--- src/rtl/mips_datapath_execute_memory_stage.sv ---
// Execute-to-memory pipeline register with alignment/range checking and store lane replication.
// Latency: one cycle, all outputs registered.
// Backpressure: stall holds every register except fault_ack handling; flush forces a bubble even while stalled.
package mips_datapath_pkg;

    typedef struct packed {
        logic clk;
        logic rst_n;
    } Data_Control_Control_T;

    typedef enum logic [1:0] {
        BE_NONE = 2'd0,
        BE_BYTE = 2'd1,
        BE_HALF = 2'd2,
        BE_WORD = 2'd3
    } byte_enable_t;

    typedef enum logic {
        EXT_UNSIGNED = 1'b0,
        EXT_SIGNED   = 1'b1
    } byte_extend_t;

    typedef struct packed {
        byte_enable_t byte_enable;
        byte_extend_t byte_extend;
        logic         write_enable;
    } Mips_Control_IfId_Signal_Memory_Control_T;

    localparam Mips_Control_IfId_Signal_Memory_Control_T MEM_CTRL_BUBBLE =
        '{byte_enable: BE_NONE, byte_extend: EXT_UNSIGNED, write_enable: 1'b0};

    function automatic int Util_Math_log2(input int n);
        return $clog2(n);
    endfunction

endpackage

module mips_datapath_execute_memory_stage
    import mips_datapath_pkg::*;
#(
    parameter int ADDR_L = 64,
    parameter int ADDR_W = Util_Math_log2(ADDR_L)
) (
    input  Data_Control_Control_T                    ctrl,
    input  logic                                     stall,
    input  logic                                     flush,
    input  logic                                     in_valid,
    input  Mips_Control_IfId_Signal_Memory_Control_T in_control,
    input  logic [31:0]                              in_addr,
    input  logic [31:0]                              in_data,
    input  logic [4:0]                               in_dest,
    input  logic                                     fault_ack,
    output logic                                     out_valid,
    output Mips_Control_IfId_Signal_Memory_Control_T out_control,
    output logic [ADDR_W+1:0]                        out_addr,
    output logic [31:0]                              out_data,
    output logic [4:0]                               out_dest,
    output logic                                     fault,
    output logic [31:0]                              fault_addr,
    output logic [7:0]                               fault_count
);

    typedef enum logic {
        S_IDLE  = 1'b0,
        S_FAULT = 1'b1
    } state_t;

    logic        clk;
    logic        rst_n;
    logic        misaligned;
    logic        out_of_range;
    logic        fault_det;
    logic        bubble;
    logic [31:0] lane_data;
    state_t      state;
    state_t      state_nxt;
    logic        capture;

    assign clk   = ctrl.clk;
    assign rst_n = ctrl.rst_n;

    assign misaligned   = ((in_control.byte_enable == BE_HALF) && in_addr[0]) ||
                          ((in_control.byte_enable == BE_WORD) && (in_addr[1:0] != 2'b00));
    assign out_of_range = (in_addr >> (ADDR_W + 2)) != 32'd0;
    assign fault_det    = !stall && !flush && in_valid &&
                          (in_control.byte_enable != BE_NONE) && (misaligned || out_of_range);

    // Flush wins over stall; a faulting access is squashed into a bubble.
    assign bubble = flush || (!stall && (!in_valid || fault_det));

    always_comb begin
        lane_data = in_data;
        case (in_control.byte_enable)
            BE_BYTE: lane_data = {4{in_data[7:0]}};
            BE_HALF: lane_data = {2{in_data[15:0]}};
            default: lane_data = in_data;
        endcase
    end

    always_ff @(posedge clk or negedge rst_n) begin
        if (!rst_n) begin
            out_valid   <= 1'b0;
            out_control <= MEM_CTRL_BUBBLE;
            out_addr    <= '0;
            out_data    <= '0;
            out_dest    <= '0;
        end else if (bubble) begin
            out_valid   <= 1'b0;
            out_control <= MEM_CTRL_BUBBLE;
            out_addr    <= '0;
            out_data    <= '0;
            out_dest    <= '0;
        end else if (!stall) begin
            out_valid   <= 1'b1;
            out_control <= in_control;
            out_addr    <= in_addr[ADDR_W+1:0];
            out_data    <= lane_data;
            out_dest    <= in_dest;
        end
    end

    // fault_det is already gated by stall, so only fault_ack can move the FSM while stalled.
    always_comb begin
        state_nxt = state;
        capture   = 1'b0;
        case (state)
            S_IDLE: begin
                if (fault_det) begin
                    state_nxt = S_FAULT;
                    capture   = 1'b1;
                end
            end
            S_FAULT: begin
                if (fault_ack && fault_det) begin
                    capture = 1'b1;
                end else if (fault_ack) begin
                    state_nxt = S_IDLE;
                end
            end
            default: state_nxt = S_IDLE;
        endcase
    end

    always_ff @(posedge clk or negedge rst_n) begin
        if (!rst_n) begin
            state       <= S_IDLE;
            fault_addr  <= '0;
            fault_count <= '0;
        end else begin
            state <= state_nxt;
            if (capture) begin
                fault_addr <= in_addr;
            end
            if (fault_det && (fault_count != 8'hFF)) begin
                fault_count <= fault_count + 8'd1;
            end
        end
    end

    assign fault = (state == S_FAULT);

endmodule

--- config.mk ---
export PLATFORM = sky130hd
export DESIGN_NAME = mips_datapath_execute_memory_stage
export DESIGN_NICKNAME = d
export VERILOG_FILES = /design/src/rtl/mips_datapath_execute_memory_stage.sv
export SDC_FILE = /design/constraint.sdc
export NUM_CORES = 1
export LEC_CHECK = 0
export BUFFER_PORTS_ARGS = -buffer_cell sky130_fd_sc_hd__buf_2
export CAP_MARGIN = 20
export CELL_PAD_IN_SITES_DETAIL_PLACEMENT = 1
export CELL_PAD_IN_SITES_GLOBAL_PLACEMENT = 2
export CORE_ASPECT_RATIO = 1.25
export CORE_MARGIN = 5
export CORE_UTILIZATION = 32
export CTS_BUF_LIST = sky130_fd_sc_hd__clkbuf_16
export DETAILED_ROUTE_END_ITERATION = 16
export GPL_TIMING_DRIVEN = 0
export PLACE_DENSITY = 0.94
export SYNTH_ARGS = -nofsm -noshare
export SYNTH_HDL_FRONTEND = slang
export SYNTH_SLANG_ARGS = --single-unit
--- constraint.sdc ---
create_clock -name ctrl -period 4.55 [get_ports ctrl]
set_input_delay 0 -clock ctrl [delete_from_list [all_inputs] [get_ports ctrl]]
set_output_delay 0 -clock ctrl [all_outputs]
set_load 0.01 [all_outputs]
==> impl_metrics.yaml <==
sta:
  setup_viol: 0
  setup_repair_after_global_routing_missed_its_margin: "no"
  tightest_slew_ps: 591
  finalClockSkew_ps: 6.55
  slew_violations: 0
  maxSlewHeadroom: 0.606
  layout_worst_path_cycle_share: 0.428
  max_clock_freq_ghz: 0.513
  final.min_clock_period_ps: 1950
  hold-worst-slack_ps: -321
  finalHoldViolations: 91
  setup_tns_ps: 0
clocking:
  worst_setup_hold_path_clk_slew_ps: 70
  tritoncts: "done"
  worstSkewPairLatency_ps: 340
  resized_gates_after_cts: 0
  cts.hold.buffers_added: 58
  postCtsSetupRepairBufs: 0
global_routing:
  globalRouteOverflowTotal: 0
  wire_length_of_the_first_global_routing_pass_um: 22700
  pin_count_of_the_biggest_net_entering_global_routing: 16
  first_global_vias: 4367
  global_route.usage.total: 0.207
  grt_antenna_before_repair: 0
worst_hold_path:
  hold_crit_class: "clock port to asynchronous set/reset pin"
worst_setup_path:
  cp_data_required_time_ps: 4760
  worst-path-max-fanout: 10
  startpoint_type: "input pin"
  crit_buf_inv: 4
  max_stage_delay_ps: 540
  setup.worst_path.end_class: "register"
  worst_path_max_delay_cell: "dlygate4sd3_1"
  path_common_cell: "buf_6"
  cp_top_family: "buffers and inverters"
  path_cells: "dlygate4sd3_1, buf_2, nor4_1, nand4_1, o21bai_2, buf_6, nor3_4, buf_6, mux2_4"
  worstPathArrival_ps: 2160
  criticalPathCategory: "input pin to register"
synthesis:
  synth_top_area_cell: "dfrtp_1"
  syn-mean-instance-area_um2: 12.2
  synth_flop_cell: "dfrtp_1"
  yosysSeqAreaShare: 0.567
  synth-edff-count: 0
  postSynthCellCount: 328
  yosys_warnings: 0
  yosysTopAreaCellShare: 0.567
  synthesis.area_um2: 4020
  synth.top_cells.by_area: "dfrtp_1, mux2_4, a22o_1"
  ys_seq_elements: 91
  synth_nets: 412
  post_synth_num_cell_types: 32
  synth_async_sr_flop_share: 1.00
routing:
  drt_iter0_drc: 144
  routedWlPerCell_um: 19.4
  wl_um: 14600
  drc: 0
  routed_via_density: 4.89
  drtAntennaViolNets: 0
  vias: 3662
  dr.pass1.iters: 4
die:
  die_area_um2: 14900
  die_x_um: 110
  rows: 45
  die_height_um: 135
  floorplan.initialDensity: 0.329
  io_pins: 170
  core_area_um2: 12200
run_status:
  run_status: "complete, but fails checks"
  violations: "negative hold slack"
run:
  timing.max_cap.violations: 0
final_layout:
  drive_gt1_frac: 0.414
  layout.cell_area.non_filler_um2: 6230
  nNetsFinal: 658
  n_antenna_cell: 0
  final_core_util: 0.510
  synthToLayoutAreaGrowth_pct: 55.0
  most-common-layout-cells: "buf_2, dfrtp_1, dlygate4sd3_1, nand2_1, o21ai_0"
  most_common_library_cell_in_the_layout_ignoring_fill_and_taps: "buf_2"
power_and_ir_drop:
  cellPowerDensity_nw_per_um2: 476
  cellLeakagePower_uw: 0.00315
  vdd_ir_drop_max_mv: 0.248
place:
  gp_congestion: 0.815
  placement.cell_area_um2: 5060
  dpl.hpwl_um: 9650
  place.port_buffers: 168
-- worst register-to-register path: stages (launching register included) --
cell     delay, ps
dfrtp_1        440
ha_1           270
nand2_1         70
nor2_1          80
nor3_1         280
mux2_2         380
-- layer usage --
metal	up-vias	global-route usage	wire length (µm)
met5	-	0	0
met4	0	0.140	352
met3	22	0.0868	863
met2	134	0.338	7710
met1	1820	0.213	5630
li1	1686	-	-
-- power breakdown --
group	total (µW)	switching, µW	internal, µW
Clock	1580	767	812
Combinational	459	211	249
Sequential	925	71.5	853
Total	2960	1050	1910
-- registers in the layout, summed over array words and instances, names as in the netlist --
signal and flops:
out_addr 8, out_control 4, fault_count 8, out_data 32
out_valid 1, fault 1, out_dest 5, fault_addr 32
-- cell type report --
class | count | area [µm²]
plain buffers | 23 | 135
well taps | 164 | 205
repair buffers | 226 | 1420
clock inverters | 13 | 133
flip-flops and latches | 91 | 2280
fillers | 1351 | 5990
inverters | 2 | 7.51
clock buffers | 18 | 450
multi-input cells | 212 | 1600
-- stage by stage --
| stage | cells | hold slack, ps | total power [µW] | setup slack [ps] |
|---|---|---|---|---|
| final | 749 | -321 | 2960 | 2600 |
| after global routing | 749 | -316 | 3180 | 2450 |
| after CTS | 749 | -318 | 3050 | 2590 |
| after detailed placement | 660 | -296 | 1360 | 2670 |
| after global placement | 660 | -296 | 1340 | 2680 |
| after floorplan | 328 | -296 | 1150 | 3010 |
-- cells in the mapped netlist (3+ instances only) --
master	number
ha_1	5
nor3_1	3
mux2_2	5
nor2b_1	9
a22o_1	23
o21ai_0	35
nor4_1	9
a22oi_1	16
mux2_4	30
dfrtp_1	91
xor2_1	5
nand2_1	41
buf_6	6
and2_1	3
a31oi_1	8
clkbuf_1	15
nand3_1	5
-- path summary, 6_finish.rpt --
check	slack (ps)	endpoint	cells after the start	from
max in group asynchronous	4750	out_data[0]$_DFFE_PN0P_	2	ctrl[0]
max	2600	fault_addr[2]$_DFFE_PN0P_	9	in_addr[23]
min	-320	fault_addr[30]$_DFFE_PN0P_	2	ctrl[0]
min in group ctrl	20	out_control[3]$_DFFE_PN0P_	3	in_control[3]
min reg2reg	480	out_data[11]$_DFFE_PN0P_	2	out_data[11]$_DFFE_PN0P_
max reg2reg	2910	fault_count[1]$_DFFE_PN0P_	5	fault_count[0]$_DFFE_PN0P_
-- cells by family after synthesis --
family          synth area share
xor+xnor                  0.0109
flops                      0.567
buf+inv                   0.0355
fa+ha+maj                 0.0156
simple gates               0.104
mux                        0.126
compound gates             0.141
No activity file was read; power rests on OpenSTA's default activity.
